$ cat config.mk
export PLATFORM = sky130hd
export DESIGN_NAME = dbg_cmd_sequencer
export DESIGN_NICKNAME = d
export VERILOG_FILES = /design/src/rtl/dbg_guv_pkg.sv /design/src/rtl/dbg_cmd_decode.sv /design/src/rtl/dbg_cmd_sequencer.sv
export SDC_FILE = /design/constraint.sdc
export NUM_CORES = 1
export LEC_CHECK = 0
export CORE_ASPECT_RATIO = 0.9
export CORE_MARGIN = 2
export CORE_UTILIZATION = 40
export DETAILED_ROUTE_END_ITERATION = 8
export PLACE_DENSITY = 0.76
export SKIP_CTS_REPAIR_TIMING = 1
export SLEW_MARGIN = 15
export SYNTH_ARGS = -nofsm -noshare
export SYNTH_HDL_FRONTEND = slang
export SYNTH_SLANG_ARGS = --single-unit
$ cat constraint.sdc
create_clock -name clk -period 1.8 [get_ports clk]
set_clock_uncertainty 0.1 [all_clocks]
set_input_delay 0.54 -clock clk [delete_from_list [all_inputs] [get_ports clk]]
set_output_delay 0.54 -clock clk [all_outputs]
set_load 0.05 [all_outputs]
$ cat src/rtl/dbg_guv_pkg.sv
// Shared types and constants for the debug command sequencer.
// Covers the opcode and state enums, the error codes and the command field offsets.
package dbg_guv_pkg;

  localparam int OPC_LSB = 0;
  localparam int OPC_W   = 4;
  localparam int CH_LSB  = 4;
  localparam int CH_W    = 4;
  localparam int ARG_LSB = 8;

  typedef enum logic [3:0] {
    OP_NOP     = 4'd0,
    OP_PAUSE   = 4'd1,
    OP_UNPAUSE = 4'd2,
    OP_DROP    = 4'd3,
    OP_UNDROP  = 4'd4,
    OP_INJECT  = 4'd5,
    OP_LOG     = 4'd6,
    OP_UNLOG   = 4'd7
  } opcode_e;

  typedef enum logic [1:0] {
    ST_IDLE      = 2'd0,
    ST_ISSUE     = 2'd1,
    ST_WAIT_DONE = 2'd2,
    ST_ERROR     = 2'd3
  } state_e;

  localparam logic [1:0] ERR_NONE    = 2'd0;
  localparam logic [1:0] ERR_BAD_OP  = 2'd1;
  localparam logic [1:0] ERR_BAD_CH  = 2'd2;
  localparam logic [1:0] ERR_TIMEOUT = 2'd3;

endpackage

$ cat src/rtl/dbg_cmd_decode.sv
// Combinational opcode and channel validity decode for incoming commands.
module dbg_cmd_decode
  import dbg_guv_pkg::*;
#(
  parameter int NUM_CH = 5
) (
  input  logic [OPC_W-1:0]  opcode,
  input  logic [CH_W-1:0]   ch_idx,
  output logic              is_nop,
  output logic              op_ok,
  output logic              ch_ok,
  output logic [NUM_CH-1:0] ch_onehot
);

  always_comb begin
    is_nop = (opcode == OP_NOP);
    op_ok  = (opcode <= OP_UNLOG);
    ch_ok  = (int'(ch_idx) < NUM_CH);
    for (int i = 0; i < NUM_CH; i++) begin
      ch_onehot[i] = (int'(ch_idx) == i);
    end
  end

endmodule

$ cat src/rtl/dbg_cmd_sequencer.sv
// Debug command sequencer: accepts stream commands, issues channel actions, tracks sticky masks.
// Optional WAIT_DONE timeout is enabled with macro DBG_CMD_TIMEOUT_EN.
//
// state        | meaning
// IDLE         | ready for a command; bounded drops watch for exhaustion
// ISSUE        | act_valid high for one cycle
// WAIT_DONE    | waiting for act_done of the selected channel
// ERROR        | one-cycle err pulse with err_code loaded
module dbg_cmd_sequencer
  import dbg_guv_pkg::*;
#(
  parameter int NUM_CH = 5,
  parameter int ARG_W  = 16,
  parameter int TMO_W  = 12
) (
  input  logic              clk,
  input  logic              rst,
  input  logic [31:0]       cmd_tdata,
  input  logic              cmd_tvalid,
  output logic              cmd_tready,
  output logic              act_valid,
  output logic [3:0]        act_op,
  output logic [NUM_CH-1:0] act_ch,
  output logic [ARG_W-1:0]  act_arg,
  input  logic [NUM_CH-1:0] act_done,
  output logic [NUM_CH-1:0] pause_mask,
  output logic [NUM_CH-1:0] drop_mask,
  output logic [NUM_CH-1:0] log_mask,
  output logic              err,
  output logic [1:0]        err_code,
  output logic              busy
);

  state_e            state, state_nxt;
  logic [1:0]        err_val;
  logic              is_nop, op_ok, ch_ok, accept, done_sel, timeout;
  logic [NUM_CH-1:0] ch_onehot, drop_bounded;
  logic              unused_tdata;

  assign unused_tdata = ^(cmd_tdata >> (ARG_LSB + ARG_W));

  dbg_cmd_decode #(.NUM_CH(NUM_CH)) u_decode (
    .opcode    (cmd_tdata[OPC_LSB +: OPC_W]),
    .ch_idx    (cmd_tdata[CH_LSB +: CH_W]),
    .is_nop    (is_nop),
    .op_ok     (op_ok),
    .ch_ok     (ch_ok),
    .ch_onehot (ch_onehot)
  );

  assign accept   = cmd_tvalid && cmd_tready;
  assign done_sel = |(act_done & act_ch);

`ifdef DBG_CMD_TIMEOUT_EN
  // Loaded in ISSUE so the terminal count lands on the (2^TMO_W-1)th WAIT_DONE cycle.
  localparam logic [TMO_W-1:0] TMO_LOAD = {{(TMO_W-1){1'b1}}, 1'b0};
  logic [TMO_W-1:0] tmo_cnt;

  always_ff @(posedge clk or posedge rst) begin
    if (rst) tmo_cnt <= '0;
    else if (state == ST_ISSUE) tmo_cnt <= TMO_LOAD;
    else if (state == ST_WAIT_DONE && tmo_cnt != '0) tmo_cnt <= tmo_cnt - 1'b1;
  end

  assign timeout = (state == ST_WAIT_DONE) && (tmo_cnt == '0);
`else
  logic [TMO_W-1:0] unused_tmo;
  assign unused_tmo = '0;
  assign timeout    = 1'b0;
`endif

  always_ff @(posedge clk or posedge rst) begin
    if (rst) state <= ST_IDLE;
    else     state <= state_nxt;
  end

  always_comb begin
    state_nxt = state;
    err_val   = ERR_NONE;
    case (state)
      ST_IDLE: begin
        if (accept) begin
          if (is_nop) begin
            state_nxt = ST_IDLE;
          end else if (!op_ok) begin
            state_nxt = ST_ERROR;
            err_val   = ERR_BAD_OP;
          end else if (!ch_ok) begin
            state_nxt = ST_ERROR;
            err_val   = ERR_BAD_CH;
          end else begin
            state_nxt = ST_ISSUE;
          end
        end
      end
      ST_ISSUE: state_nxt = ST_WAIT_DONE;
      ST_WAIT_DONE: begin
        if (done_sel) begin
          state_nxt = ST_IDLE;
        end else if (timeout) begin
          state_nxt = ST_ERROR;
          err_val   = ERR_TIMEOUT;
        end
      end
      default: state_nxt = ST_IDLE;
    endcase
  end

  always_comb begin
    cmd_tready = (state == ST_IDLE);
    act_valid  = (state == ST_ISSUE);
    err        = (state == ST_ERROR);
    busy       = (state != ST_IDLE);
  end

  always_ff @(posedge clk or posedge rst) begin
    if (rst) begin
      act_op       <= '0;
      act_ch       <= '0;
      act_arg      <= '0;
      err_code     <= ERR_NONE;
      pause_mask   <= '0;
      drop_mask    <= '0;
      log_mask     <= '0;
      drop_bounded <= '0;
    end else begin
      if (accept && state_nxt == ST_ISSUE) begin
        act_op  <= cmd_tdata[OPC_LSB +: OPC_W];
        act_ch  <= ch_onehot;
        act_arg <= cmd_tdata[ARG_LSB +: ARG_W];
      end
      if (state_nxt == ST_ERROR) err_code <= err_val;
      if (state == ST_WAIT_DONE && done_sel) begin
        case (act_op)
          OP_PAUSE:   pause_mask <= pause_mask | act_ch;
          OP_UNPAUSE: pause_mask <= pause_mask & ~act_ch;
          OP_LOG:     log_mask   <= log_mask | act_ch;
          OP_UNLOG:   log_mask   <= log_mask & ~act_ch;
          OP_DROP: begin
            drop_mask <= drop_mask | act_ch;
            if (act_arg != '0) drop_bounded <= drop_bounded | act_ch;
            else               drop_bounded <= drop_bounded & ~act_ch;
          end
          OP_UNDROP: begin
            drop_mask    <= drop_mask & ~act_ch;
            drop_bounded <= drop_bounded & ~act_ch;
          end
          default: ;
        endcase
      end else if (state == ST_IDLE) begin
        // A later act_done on a bounded-drop channel means its drop count ran out.
        drop_mask    <= drop_mask & ~(act_done & drop_bounded);
        drop_bounded <= drop_bounded & ~act_done;
      end
    end
  end

endmodule

==> metrics.txt <==
# TYPE chip_impl_metric gauge
chip_impl_info{name="outcome",value="finished with violations"} 1
chip_impl_info{name="violations",value="negative setup slack"} 1
chip_impl_info{name="path_cells",value="buf_6, nor2_4, buf_12, buf_12"} 1
chip_impl_metric{name="route.detailed.vias_per_inst",unit=""} 5.78
chip_impl_info{name="synthFlopType",value="dfrtp_1"} 1
chip_impl_metric{name="max-clock-path-buffers",unit=""} 2
chip_impl_metric{name="synth-warning-count",unit=""} 0
chip_impl_metric{name="synth_edf_count",unit=""} 0
chip_impl_metric{name="overflow",unit=""} 0
chip_impl_info{name="critPathMostFrequentCell",value="buf_12"} 1
chip_impl_metric{name="initial_antenna_violation_count",unit=""} 1
chip_impl_metric{name="yosysUniqueCellTypes",unit=""} 41
chip_impl_metric{name="utilization_after_layout",unit=""} 0.785
chip_impl_metric{name="p_int",unit="W"} 0.00438
chip_impl_metric{name="regArea",unit="um^2"} 1240
chip_impl_info{name="hold_path.class",value="in -> reg"} 1
chip_impl_metric{name="clock-sinks",unit=""} 49
chip_impl_info{name="tritoncts",value="yes"} 1
chip_impl_metric{name="timing.final.crit_share",unit=""} 1.06
chip_impl_metric{name="placedInstanceArea",unit="um^2"} 4000
chip_impl_metric{name="finalPower",unit="W"} 0.00771
chip_impl_info{name="mostFrequentLayoutCell",value="buf_12"} 1
chip_impl_metric{name="post_synthesis_cell_area",unit="um^2"} 2400
chip_impl_metric{name="drt_first_iter_violations",unit=""} 158
chip_impl_metric{name="routedWlPerCell",unit="um"} 19.7
chip_impl_metric{name="yosysSeqAreaShare",unit=""} 0.511
chip_impl_metric{name="finalMaxSlewViolations",unit=""} 0
chip_impl_metric{name="port_buffers",unit=""} 77
chip_impl_metric{name="cts-htree-levels",unit=""} 2
chip_impl_metric{name="synth-async-reset-ratio",unit=""} 1.00
chip_impl_info{name="cp-start-kind",value="register"} 1
chip_impl_metric{name="synth_cells",unit=""} 218
chip_impl_metric{name="design.final.nets",unit=""} 386
chip_impl_metric{name="p_per_area",unit="nW/um^2"} 1710
chip_impl_metric{name="fmax",unit="MHz"} 525
chip_impl_metric{name="num_rows",unit=""} 26
chip_impl_metric{name="gp_routability_congestion",unit=""} 0.833
chip_impl_metric{name="placedCellCount",unit=""} 389
chip_impl_info{name="crit_slowest_cell",value="dfrtp_1"} 1
chip_impl_metric{name="design.die.area",unit="um^2"} 6640
chip_impl_metric{name="syn_avg_cell_area",unit="um^2"} 11.0
chip_impl_metric{name="max-vdd-ir-drop",unit="mV"} 1.28
chip_impl_metric{name="final-instance-count-excl-fill",unit=""} 418
chip_impl_metric{name="period_needed",unit="ns"} 1.90
chip_impl_metric{name="netSwitchingFraction",unit=""} 0.432
chip_impl_metric{name="first_global_vias",unit=""} 2288
chip_impl_metric{name="critPathArrivalTime",unit="ns"} 1.26
chip_impl_metric{name="worstSkewPairLatency",unit="ns"} 0.31
chip_impl_metric{name="globalRouteTotalUtil",unit=""} 0.225
chip_impl_metric{name="nFillCells",unit=""} 327
chip_impl_metric{name="synth_nets",unit=""} 258
chip_impl_metric{name="grt_max_degree",unit=""} 50
chip_impl_metric{name="setup_tns",unit="ns"} -0.947
chip_impl_metric{name="crit_path_max_fanout",unit=""} 4
chip_impl_metric{name="detail-route-antenna-nets",unit=""} 0
chip_impl_metric{name="detailedRoute.firstPassIterationCount",unit=""} 5
chip_impl_metric{name="power_switching",unit="W"} 0.00333
chip_impl_metric{name="post_route_cells_drive_above_1_share",unit=""} 0.481
chip_impl_metric{name="worst_setup_hold_path_clk_slew",unit="ns"} 0.09
chip_impl_metric{name="drcViolationCount",unit=""} 0
chip_impl_metric{name="cap_violations",unit=""} 0
chip_impl_metric{name="slew_headroom",unit=""} 0.746
chip_impl_info{name="buffer_cell_driving_the_clock_tree_root",value="clkbuf_8"} 1
chip_impl_metric{name="hold_viol_final",unit=""} 0
chip_impl_metric{name="total_area_of_multi_input_combinational_cells",unit="um^2"} 1240
chip_impl_metric{name="cts_buffers",unit=""} 5
chip_impl_metric{name="first_pass_grt_wire_length",unit="mm"} 11.6
chip_impl_metric{name="worst_slack",unit="ns"} -0.104
chip_impl_metric{name="area.growth.synth_to_final",unit="%"} 87.4
chip_impl_metric{name="wl",unit="mm"} 8.24
chip_impl_info{name="crit_type",value="reg -> out"} 1
chip_impl_metric{name="power_frac_comb",unit=""} 0.629
chip_impl_metric{name="core_area",unit="um^2"} 5730
chip_impl_metric{name="cp_data_required_time",unit="ns"} 1.16
chip_impl_metric{name="chipWidth",unit="um"} 85.6
chip_impl_metric{name="die_h",unit="um"} 77.5
chip_impl_metric{name="worst-slew-pin-transition",unit="ns"} 0.382
chip_impl_info{name="critical_path.endpoint_type",value="primary output"} 1
chip_impl_info{name="grt_setup_unrepaired",value="yes"} 1
chip_impl_metric{name="critPathMaxStageDelay",unit="ns"} 0.41
chip_impl_info{name="mostFrequentLayoutCells",value="50 x buf_12, 44 x buf_4, 40 x dfrtp_1, 17 x clkdlybuf4s50_1, 15 x mux2_4"} 1
chip_impl_metric{name="sequentialPowerShare",unit=""} 0.263
chip_impl_metric{name="io-pin-count",unit=""} 86
chip_impl_metric{name="initial_utilization",unit=""} 0.419
chip_impl_metric{name="ys_seq_elements",unit=""} 49
chip_impl_metric{name="timing.final.setup_violations",unit=""} 21
chip_impl_metric{name="layout.cell_area.non_filler",unit="um^2"} 4500
chip_impl_metric{name="clockPowerShare",unit=""} 0.108
chip_impl_metric{name="leakagePower",unit="nW"} 2.16
chip_impl_metric{name="dp_hpwl",unit="mm"} 5.36
chip_impl_metric{name="detailroute.via_count",unit=""} 2417
[routing by layer]
metal	vias up	wire (um)	track usage
met1	1189	3010	0.259
met2	136	4250	0.395
met4	0	160	0.0571
met3	19	814	0.0830
met5	-	0	0
li1	1073	-	-
[cell type report]
class,instances,share of cell area
multi-input combinational,141,0.275
tap,70,0.0195
timing repair buffer,133,0.389
antenna,1,0.000556
sequential,49,0.275
clock inverter,1,0.00668
clock buffer,7,0.0192
inverter,16,0.0153
[cells by family (layout without fill, tap and decap cells)]
kind of cell / Yosys count / count (layout) / share of synthesized area
buf+inv: 29 / 157 / 0.0516
mux: 28 / 28 / 0.127
simple gates: 58 / 58 / 0.133
flops: 49 / 49 / 0.511
other cells: 0 / 1 / 0
compound gates: 54 / 55 / 0.177
[power by group through the flow]
stage | Combinational (W) | Clock (W) | Sequential (W)
6_report | 0.00485 | 0.000835 | 0.00202
5_1_grt | 0.00505 | 0.000894 | 0.00206
4_1_cts | 0.00443 | 0.000837 | 0.00197
3_5_place_dp | 0.00442 | 0 | 0.00199
3_3_place_gp | 0.00433 | 0 | 0.00196
2_1_floorplan | 0.00126 | 0 | 0.00289
[metrics by stage]
| stage | hold slack (ns) | setup slack, ns |
|---|---|---|
| final | 0.408 | -0.104 |
| after global routing | 0.414 | -0.146 |
| after CTS | 0.484 | -0.306 |
| after detailed placement | 0.468 | -0.635 |
| after global placement | 0.441 | -0.587 |
| after floorplan | 0.476 | -0.136 |
[cell usage after synthesis, drive strengths merged, types with 2 or more instances]
cell type	number	area [um^2]
o41ai	2	17.5
mux2	19	214
o21ai	5	25.0
dfrtp	49	1230
and2	4	27.5
nand3b	2	15.0
inv	16	60.1
clkbuf	3	11.3
mux2i	9	90.1
and3	2	12.5
o31ai	6	45.0
nor4	9	56.3
nor2	11	41.3
a21oi	6	30.0
buf	10	52.6
nand4	7	43.8
a22oi	2	25.0
a211o	5	43.8
a211oi	2	15.0
nand2	13	48.8
a31oi	7	50.1
a221o	5	50.1
a221oi	5	43.8
a21boi	6	56.3
nand3	2	10.0
[critical path, delay by kind of cell (launching register included)]
| family | cells | cell delay (ns) |
|---|---|---|
| simple gates | 1 | 0.16 |
| buf+inv | 3 | 0.40 |
| flops | 1 | 0.41 |
[path summary, 6_finish.rpt]
check	start	to	slack, ns	cells past startpoint
max	state[1]$_DFF_PP0_	cmd_tready	-0.10	4
min	cmd_tdata[1]	act_op[1]$_DFFE_PP0P_	0.41	2
max reg2reg	state[1]$_DFF_PP0_	register	-0.02	6
min reg2reg	register	register	0.49	2
max in group asynchronous	rst	act_ch[4]$_DFFE_PP0P_	0.82	3
min in group asynchronous	rst	async pin	0.54	3
Note: power is estimated with default switching activity, not from simulation.
